--- src/rtl/mem_wb_skid_stage.sv ---
// MEM->WB pipeline stage: valid/ready handshake, 2-entry skid buffer, flush,
// and a WB result mux that is evaluated as an entry is loaded into the main register.
module mem_wb_skid_stage #(
    parameter int unsigned XLEN   = 32,
    parameter int unsigned RD_W   = 5,
    parameter int unsigned RSRC_W = 2
) (
    input  logic              clk,
    input  logic              reset,
    input  logic              flush_i,
    input  logic              in_valid,
    output logic              in_ready,
    input  logic [XLEN-1:0]   in_pc_plus4,
    input  logic [XLEN-1:0]   in_read_data,
    input  logic [XLEN-1:0]   in_alu_result,
    input  logic [RD_W-1:0]   in_rd,
    input  logic              in_reg_write,
    input  logic [RSRC_W-1:0] in_result_src,
    output logic              out_valid,
    input  logic              out_ready,
    output logic [XLEN-1:0]   out_pc_plus4,
    output logic [XLEN-1:0]   out_read_data,
    output logic [XLEN-1:0]   out_alu_result,
    output logic [RD_W-1:0]   out_rd,
    output logic [RSRC_W-1:0] out_result_src,
    output logic [XLEN-1:0]   out_result,
    output logic              out_reg_write,
    output logic [1:0]        occupancy
);

    typedef enum logic [1:0] {
        EMPTY = 2'd0,
        ONE   = 2'd1,
        FULL  = 2'd2
    } state_t;

    typedef struct packed {
        logic [XLEN-1:0]   pc_plus4;
        logic [XLEN-1:0]   read_data;
        logic [XLEN-1:0]   alu_result;
        logic [RD_W-1:0]   rd;
        logic              reg_write;
        logic [RSRC_W-1:0] result_src;
    } entry_t;

    state_t          state_q, state_d;
    entry_t          main_q, main_d, skid_q, skid_d, in_entry;
    logic [XLEN-1:0] result_q, result_d;
    logic            valid_q, valid_d;
    logic            ready_q, ready_d;
    logic            wr_q, wr_d;
    logic [1:0]      occ_q, occ_d;
    logic            accept, consume;

    // WB value selection; undefined encodings read as zero
    function automatic logic [XLEN-1:0] select_result(input entry_t e);
        case (e.result_src)
            RSRC_W'(0): select_result = e.alu_result;
            RSRC_W'(1): select_result = e.read_data;
            RSRC_W'(2): select_result = e.pc_plus4;
            default:    select_result = '0;
        endcase
    endfunction

    assign in_entry = {in_pc_plus4, in_read_data, in_alu_result, in_rd, in_reg_write, in_result_src};
    assign accept   = in_valid & ready_q;
    assign consume  = valid_q & out_ready;

    // Next state and next contents of main/skid
    always_comb begin
        state_d  = state_q;
        main_d   = main_q;
        skid_d   = skid_q;
        result_d = result_q;
        case (state_q)
            EMPTY: begin
                if (accept) begin
                    state_d  = ONE;
                    main_d   = in_entry;
                    result_d = select_result(in_entry);
                end
            end
            ONE: begin
                if (accept && consume) begin
                    main_d   = in_entry;
                    result_d = select_result(in_entry);
                end else if (accept) begin
                    state_d = FULL;
                    skid_d  = in_entry;
                end else if (consume) begin
                    state_d = EMPTY;
                end
            end
            FULL: begin
                if (consume) begin
                    state_d  = ONE;
                    main_d   = skid_q;
                    result_d = select_result(skid_q);
                end
            end
            default: state_d = EMPTY;
        endcase
        // Flush drops the incoming entry; held data fields keep their last value
        if (flush_i) begin
            state_d  = EMPTY;
            main_d   = main_q;
            skid_d   = skid_q;
            result_d = result_q;
        end
    end

    // Output flags derived from the next state so they are registered with it
    always_comb begin
        valid_d = (state_d != EMPTY);
        ready_d = (state_d != FULL);
        wr_d    = valid_d & main_d.reg_write & (main_d.rd != '0);
        case (state_d)
            ONE:     occ_d = 2'd1;
            FULL:    occ_d = 2'd2;
            default: occ_d = 2'd0;
        endcase
    end

    always_ff @(posedge clk) begin
        if (!reset) begin
            state_q  <= EMPTY;
            main_q   <= '0;
            skid_q   <= '0;
            result_q <= '0;
            valid_q  <= 1'b0;
            ready_q  <= 1'b1;
            wr_q     <= 1'b0;
            occ_q    <= 2'd0;
        end else begin
            state_q  <= state_d;
            main_q   <= main_d;
            skid_q   <= skid_d;
            result_q <= result_d;
            valid_q  <= valid_d;
            ready_q  <= ready_d;
            wr_q     <= wr_d;
            occ_q    <= occ_d;
        end
    end

    assign in_ready       = ready_q;
    assign out_valid      = valid_q;
    assign out_pc_plus4   = main_q.pc_plus4;
    assign out_read_data  = main_q.read_data;
    assign out_alu_result = main_q.alu_result;
    assign out_rd         = main_q.rd;
    assign out_result_src = main_q.result_src;
    assign out_result     = result_q;
    assign out_reg_write  = wr_q;
    assign occupancy      = occ_q;

endmodule

--- config.mk ---
export PLATFORM = sky130hd
export DESIGN_NAME = mem_wb_skid_stage
export DESIGN_NICKNAME = d
export VERILOG_FILES = /design/src/rtl/mem_wb_skid_stage.sv
export SDC_FILE = /design/constraint.sdc
export NUM_CORES = 1
export LEC_CHECK = 0
export ABC_AREA = 1
export BUFFER_PORTS_ARGS = -buffer_cell sky130_fd_sc_hd__buf_4
export CORE_MARGIN = 2
export CORE_UTILIZATION = 50
export CTS_BUF_LIST = sky130_fd_sc_hd__clkbuf_2
export DETAILED_ROUTE_END_ITERATION = 8
export GPL_TIMING_DRIVEN = 0
export PLACE_DENSITY_LB_ADDON = 0.05
export SETUP_SLACK_MARGIN = 0.5
export SYNTH_ARGS = -nofsm -noshare
export SYNTH_HDL_FRONTEND = slang
export SYNTH_SLANG_ARGS = --single-unit
--- constraint.sdc ---
create_clock -name clk -period 1.9 [get_ports clk]
set_clock_uncertainty 0.15 [all_clocks]
set_input_delay 0.38 -clock clk [delete_from_list [all_inputs] [get_ports clk]]
set_output_delay 0.38 -clock clk [all_outputs]
set_load 0.005 [all_outputs]
==> impl_metrics.env, run 1 <==
export IMPL_synth_compound_area_frac=0.2372
export IMPL_mappedNetlistArea_um2=11790
export IMPL_port_buffers=248
export IMPL_synthMuxAreaShare=0
export IMPL_cts_buffer_depth=3
export IMPL_finalWeightedCongestion=0.9566
export IMPL_synth_top_family_by_area="compound AO/OA/AOI/OAI gates"
export IMPL_die_x_um=157.6
export IMPL_synth_seq_cells=247
export IMPL_synthArstFlopShare=0
export IMPL_status="aborted with a tool error"
export IMPL_num_rows=56
export IMPL_groute_usage_overall=0.6820
export IMPL_synth_avg_cell_area_um2=7.024
export IMPL_synth_ff_type="dfxtp_1"
export IMPL_cts_made_buffers=67
export IMPL_error="[ERROR GRT-0232] Routing congestion too high. Check the congestion heatmap in the GUI."
export IMPL_synthSimpleGateAreaFrac=0.2063
export IMPL_io_pins=249
export IMPL_grt_worst_endpoint="out_result[29]$_SDFFE_PN0P_/D"
export IMPL_synth_edf_count=0
export IMPL_pre_cts_ws_ns=-0.4008
export IMPL_clockRootBuffer="clkbuf_2"
export IMPL_seq_area_frac_synth=0.4193
export IMPL_yosysTopAreaCellShare=0.4193
export IMPL_syn_instance_count=1679
export IMPL_synth_top_area_cell="dfxtp_1"
export IMPL_synthAdderAreaFrac=0
export IMPL_stop_stage="global routing"
export IMPL_grt_overflow_total=37
export IMPL_ys_warn_count=0
export IMPL_yosysUniqueCellTypes=26
export IMPL_grt_max_degree=11
export IMPL_worst_endpoint_kind="register input"
export IMPL_synthXorXnorAreaFrac=0
export IMPL_hpwl_mm=34.53
export IMPL_postPlaceCellArea_um2=14430
export IMPL_htree_num_levels=3
export IMPL_initial_core_util=0.5055
export IMPL_syn_num_nets=1788
export IMPL_synth_area_leaders="dfxtp_1 (42%), nand2_1 (14%), a21oi_1 (9.2%)"
export IMPL_cts_sinks=247
export IMPL_die_y_um=157.6
==> per-layer routing <==
metal,track usage,overflow
met5,0.1656,0
met4,0.6407,16
met3,0.4892,0
met2,0.8885,20
met1,0.6915,1
==> synthesized netlist by cell type, types with 7 or more instances <==
library cell    n
a21oi_1       217
a22o_1         48
buf_2          21
buf_4         115
clkbuf_1       80
dfxtp_1       247
inv_1          78
nand2_1       446
nand3_1        44
nor2_1        129
o211ai_1       16
o21ai_0       185
o221ai_1       18
o22ai_1         7
==> timing repair <==
| action | CTS |
|---|---|
| endpoints found under the setup margin | 387 |
| gates resized for setup | 822 |
| pin swaps | 104 |
| setup buffers | 48 |
| hold buffers | 110 |
| gates cloned | 27 |
| hold endpoints to repair | 246 |
==> stage by stage <==
step / hold slack [ns] / setup TNS (ns) / std cells
detailed placement: 0.3003 / -32.34 / 2246
floorplan: 0.2745 / 0 / 1679
CTS: -0.06029 / -3.807 / 2544
global placement: 0.2968 / -30.12 / 2246
==> kinds of logic after synthesis <==
kind of cell    Yosys count
buf+inv                 307
simple gates            627
compound gates          498
flops                   247
==> run 2: changes to the inputs <==
CORE_UTILIZATION = 35   (was 50)
CTS_BUF_LIST = not set   (was sky130_fd_sc_hd__clkbuf_2)
PLACE_DENSITY_LB_ADDON = 0.15   (was 0.05)
SETUP_SLACK_MARGIN = not set   (was 0.5)
==> run 2 against run 1 <==
Compared with the run above: the flow now finishes, with violations (negative setup slack); synthesized area did not move; synthesized cell count did not move.
==> impl_metrics.env, run 2 <==
export IMPL_vias=12840
export IMPL_power_total_mw=13.76
export IMPL_cts_made_buffers=29
export IMPL_clockRootBuffer="clkbuf_16"
export IMPL_hpwl_mm=37.00
export IMPL_groute_usage_overall=0.2675
export IMPL_met2_length_mm=22.43
export IMPL_drive_above_1_share=0.3134
export IMPL_status="complete, but fails checks"
export IMPL_syn2layout_area_growth_pct=48.45
export IMPL_crit_fanout=10
export IMPL_dr_max_layer_used="met4"
export IMPL_die_y_um=187.6
export IMPL_wl_mm=49.55
export IMPL_cts_tree="built"
export IMPL_crit_path_cell_trace="nand2_4 > nor2_4 > buf_6 > nor2_4 > nor2_4 > nand2_8 > inv_8 > clkbuf_16 > buf_12 > nand2_1 > a21oi_1"
export IMPL_arrival_ns=2.27
export IMPL_port_buffers=248
export IMPL_grt_max_degree=15
export IMPL_routedWlPerCell_um=19.54
export IMPL_postPlaceCellArea_um2=14220
export IMPL_regToRegStartpoint="out_valid$_SDFF_PN0_"
export IMPL_core_um2=33360
export IMPL_endpoint_kind="flip-flop"
export IMPL_cts_sinks=247
export IMPL_ys_top_cells_by_count="nand2_1 (446), dfxtp_1 (247), a21oi_1 (217)"
export IMPL_hold_ws_ns=0.01864
export IMPL_wl_met1_mm=22.05
export IMPL_grt_overflow_total=0
export IMPL_synth_seq_cells=247
export IMPL_mappedNetlistArea_um2=11790
export IMPL_cts_buffer_depth=3
export IMPL_htree_num_levels=1
export IMPL_via_per_inst=5.065
export IMPL_rsz0062_at_grt="yes"
export IMPL_synth_edf_count=0
export IMPL_cap_violations=0
export IMPL_cp_top_family="simple AND/OR/NAND/NOR gates"
export IMPL_yosysTopAreaCellShare=0.4193
export IMPL_regToRegEndpoint="out_alu_result[21]$_SDFFE_PN0P_"
export IMPL_slowest_delay_ns=0.36
export IMPL_fin_crit_sh=1.026
export IMPL_clk_pin_slew_ns=0.07
export IMPL_hp_class="primary input to flip-flop"
export IMPL_dr_wl_met3_mm=3.716
export IMPL_worst_path_max_delay_cell="dfxtp_4"
export IMPL_fin_cells=2535
export IMPL_violations="negative setup slack"
export IMPL_pre_cts_ws_ns=-0.8432
export IMPL_critPathRequiredTime_ns=2.22
export IMPL_fin_crit_ns=1.949
export IMPL_synth_avg_cell_area_um2=7.024
export IMPL_min_from="in_pc_plus4[3]"
export IMPL_final_cell_area_um2=17510
export IMPL_finalSetupViolCount=54
export IMPL_timing_final_ws_setup_ns=-0.04900
export IMPL_num_nets_final=2174
export IMPL_cp_startpoint="out_valid$_SDFF_PN0_"
export IMPL_pwr_density_cell_nw_per_um2=785.9
export IMPL_detail_route_antenna_nets=0
export IMPL_synth_ff_type="dfxtp_1"
export IMPL_grt_pass1_vias=12230
export IMPL_syn_instance_count=1679
export IMPL_ir_drop_uv=864.3
export IMPL_path_buf_inv=4
export IMPL_final_common_cell="nand2_1"
export IMPL_num_rows=67
export IMPL_largest_reg_flops=104
export IMPL_largest_register="skid_q"
export IMPL_final_cell_mix="nand2_1 (408), buf_4 (377), dfxtp_1 (243)"
export IMPL_num_antenna_cells=0
export IMPL_io_pins=249
export IMPL_yosysUniqueCellTypes=26
export IMPL_leakage_nw=7.621
export IMPL_critical_path_class="flip-flop to flip-flop"
export IMPL_r2r_slack_ns=-0.05
export IMPL_synth_top_area_cell="dfxtp_1"
export IMPL_max_freq_ghz=0.5131
export IMPL_slew_headroom=0.3497
export IMPL_finalWeightedCongestion=0.9310
export IMPL_holdPathEnd="skid_q[75]$_SDFFE_PN0P_"
export IMPL_ys_warn_count=0
export IMPL_hold_depth=3
export IMPL_first_iter_violations=946
export IMPL_design_die_area_um2=35180
export IMPL_hold_violations=0
export IMPL_antenna_found_initial=2
export IMPL_worst_pin_slew_ns=0.9754
export IMPL_syn_num_nets=1788
export IMPL_clk_latency_ns=0.55
export IMPL_synth_area_leaders="dfxtp_1 (42%), nand2_1 (14%), a21oi_1 (9.2%)"
export IMPL_drcViolationCount=0
export IMPL_firstDrtPassIters=5
export IMPL_initial_core_util=0.3535
export IMPL_slew_viol_final=0
export IMPL_grt_pass1_wl_mm=72.96
export IMPL_die_x_um=187.6
export IMPL_dp_cells=2375
export IMPL_seq_area_frac_synth=0.4193
export IMPL_start_kind="flip-flop"
export IMPL_synth_most_common_cell="nand2_1"
export IMPL_reg2reg_depth=11
export IMPL_crit_top_cell="nor2_4"
export IMPL_synthArstFlopShare=0
-- run 2: cell type report --
cell class,count,area (um^2)
buffer,220,1637
multi-input combinational,1125,5957
timing repair buffer,355,3032
timing repair inverter,1,7.507
fill,3347,15860
tap,448,560.5
clock buffer,39,833.3
inverter,86,344.1
sequential,247,4957
clock inverter,14,180.2
-- run 2: stage by stage --
| step | util | TNS, ns |
|---|---|---|
| global placement | 0.4261 | -118.18 |
| finish | 0.5248 | -0.9080 |
| global route | 0.5248 | -6.775 |
| CTS | 0.4957 | -0.004146 |
| floorplan | - | 0 |
| detailed placement | 0.4261 | -121.24 |
-- run 2: what timing repair did --
action	in CTS	in global routing
gates cloned	1	8
hold buffers	84	0
resized for setup	153	269
endpoints found under the hold margin	84	0
setup buffers	11	4
endpoints found under the setup margin	243	195
pin swaps	7	41
-- run 2: power by group --
| part | total (mW) | internal, mW | switching (mW) |
|---|---|---|---|
| clock | 5.95 | 3.61 | 2.34 |
| combinational | 2.28 | 1.07 | 1.21 |
| sequential | 5.53 | 5.38 | 0.154 |
| total | 13.8 | 10.1 | 3.71 |
-- run 2: worst max path at each step --
stage	end	slack, ns	cells past startpoint
after global placement	out_pc_plus4[21]$_SDFFE_PN0P_	-0.81	10
after global routing	out_pc_plus4[9]$_SDFFE_PN0P_	-0.11	11
after CTS	out_pc_plus4[4]$_SDFFE_PN0P_	-0.004	9
final	out_alu_result[21]$_SDFFE_PN0P_	-0.05	11
after detailed placement	out_pc_plus4[21]$_SDFFE_PN0P_	-0.84	10
after floorplan	out_result[30]$_SDFFE_PN0P_	0.14	11
-- run 2: worst min-delay path: stages --
cell     delay, ns
buf_4         0.09
inv_1         0.08
a21oi_1       0.14
-- run 2: cells by family (layout without fill, tap and decap cells) --
kind of cell | Yosys count | in the layout | synth area share
flip-flops | 247 | 247 | 0.4193
AO/OA/AOI/OAI | 498 | 498 | 0.2372
buffers and inverters | 307 | 715 | 0.1372
AND/OR/NAND/NOR | 627 | 627 | 0.2063
-- run 2: per-layer routing --
metal,track usage,vias up
met4,0.07571,0
met1,0.3704,5969
met2,0.4298,557
met5,0,-
li1,-,6238
met3,0.04398,76
No activity file was read; power rests on OpenSTA's default activity.
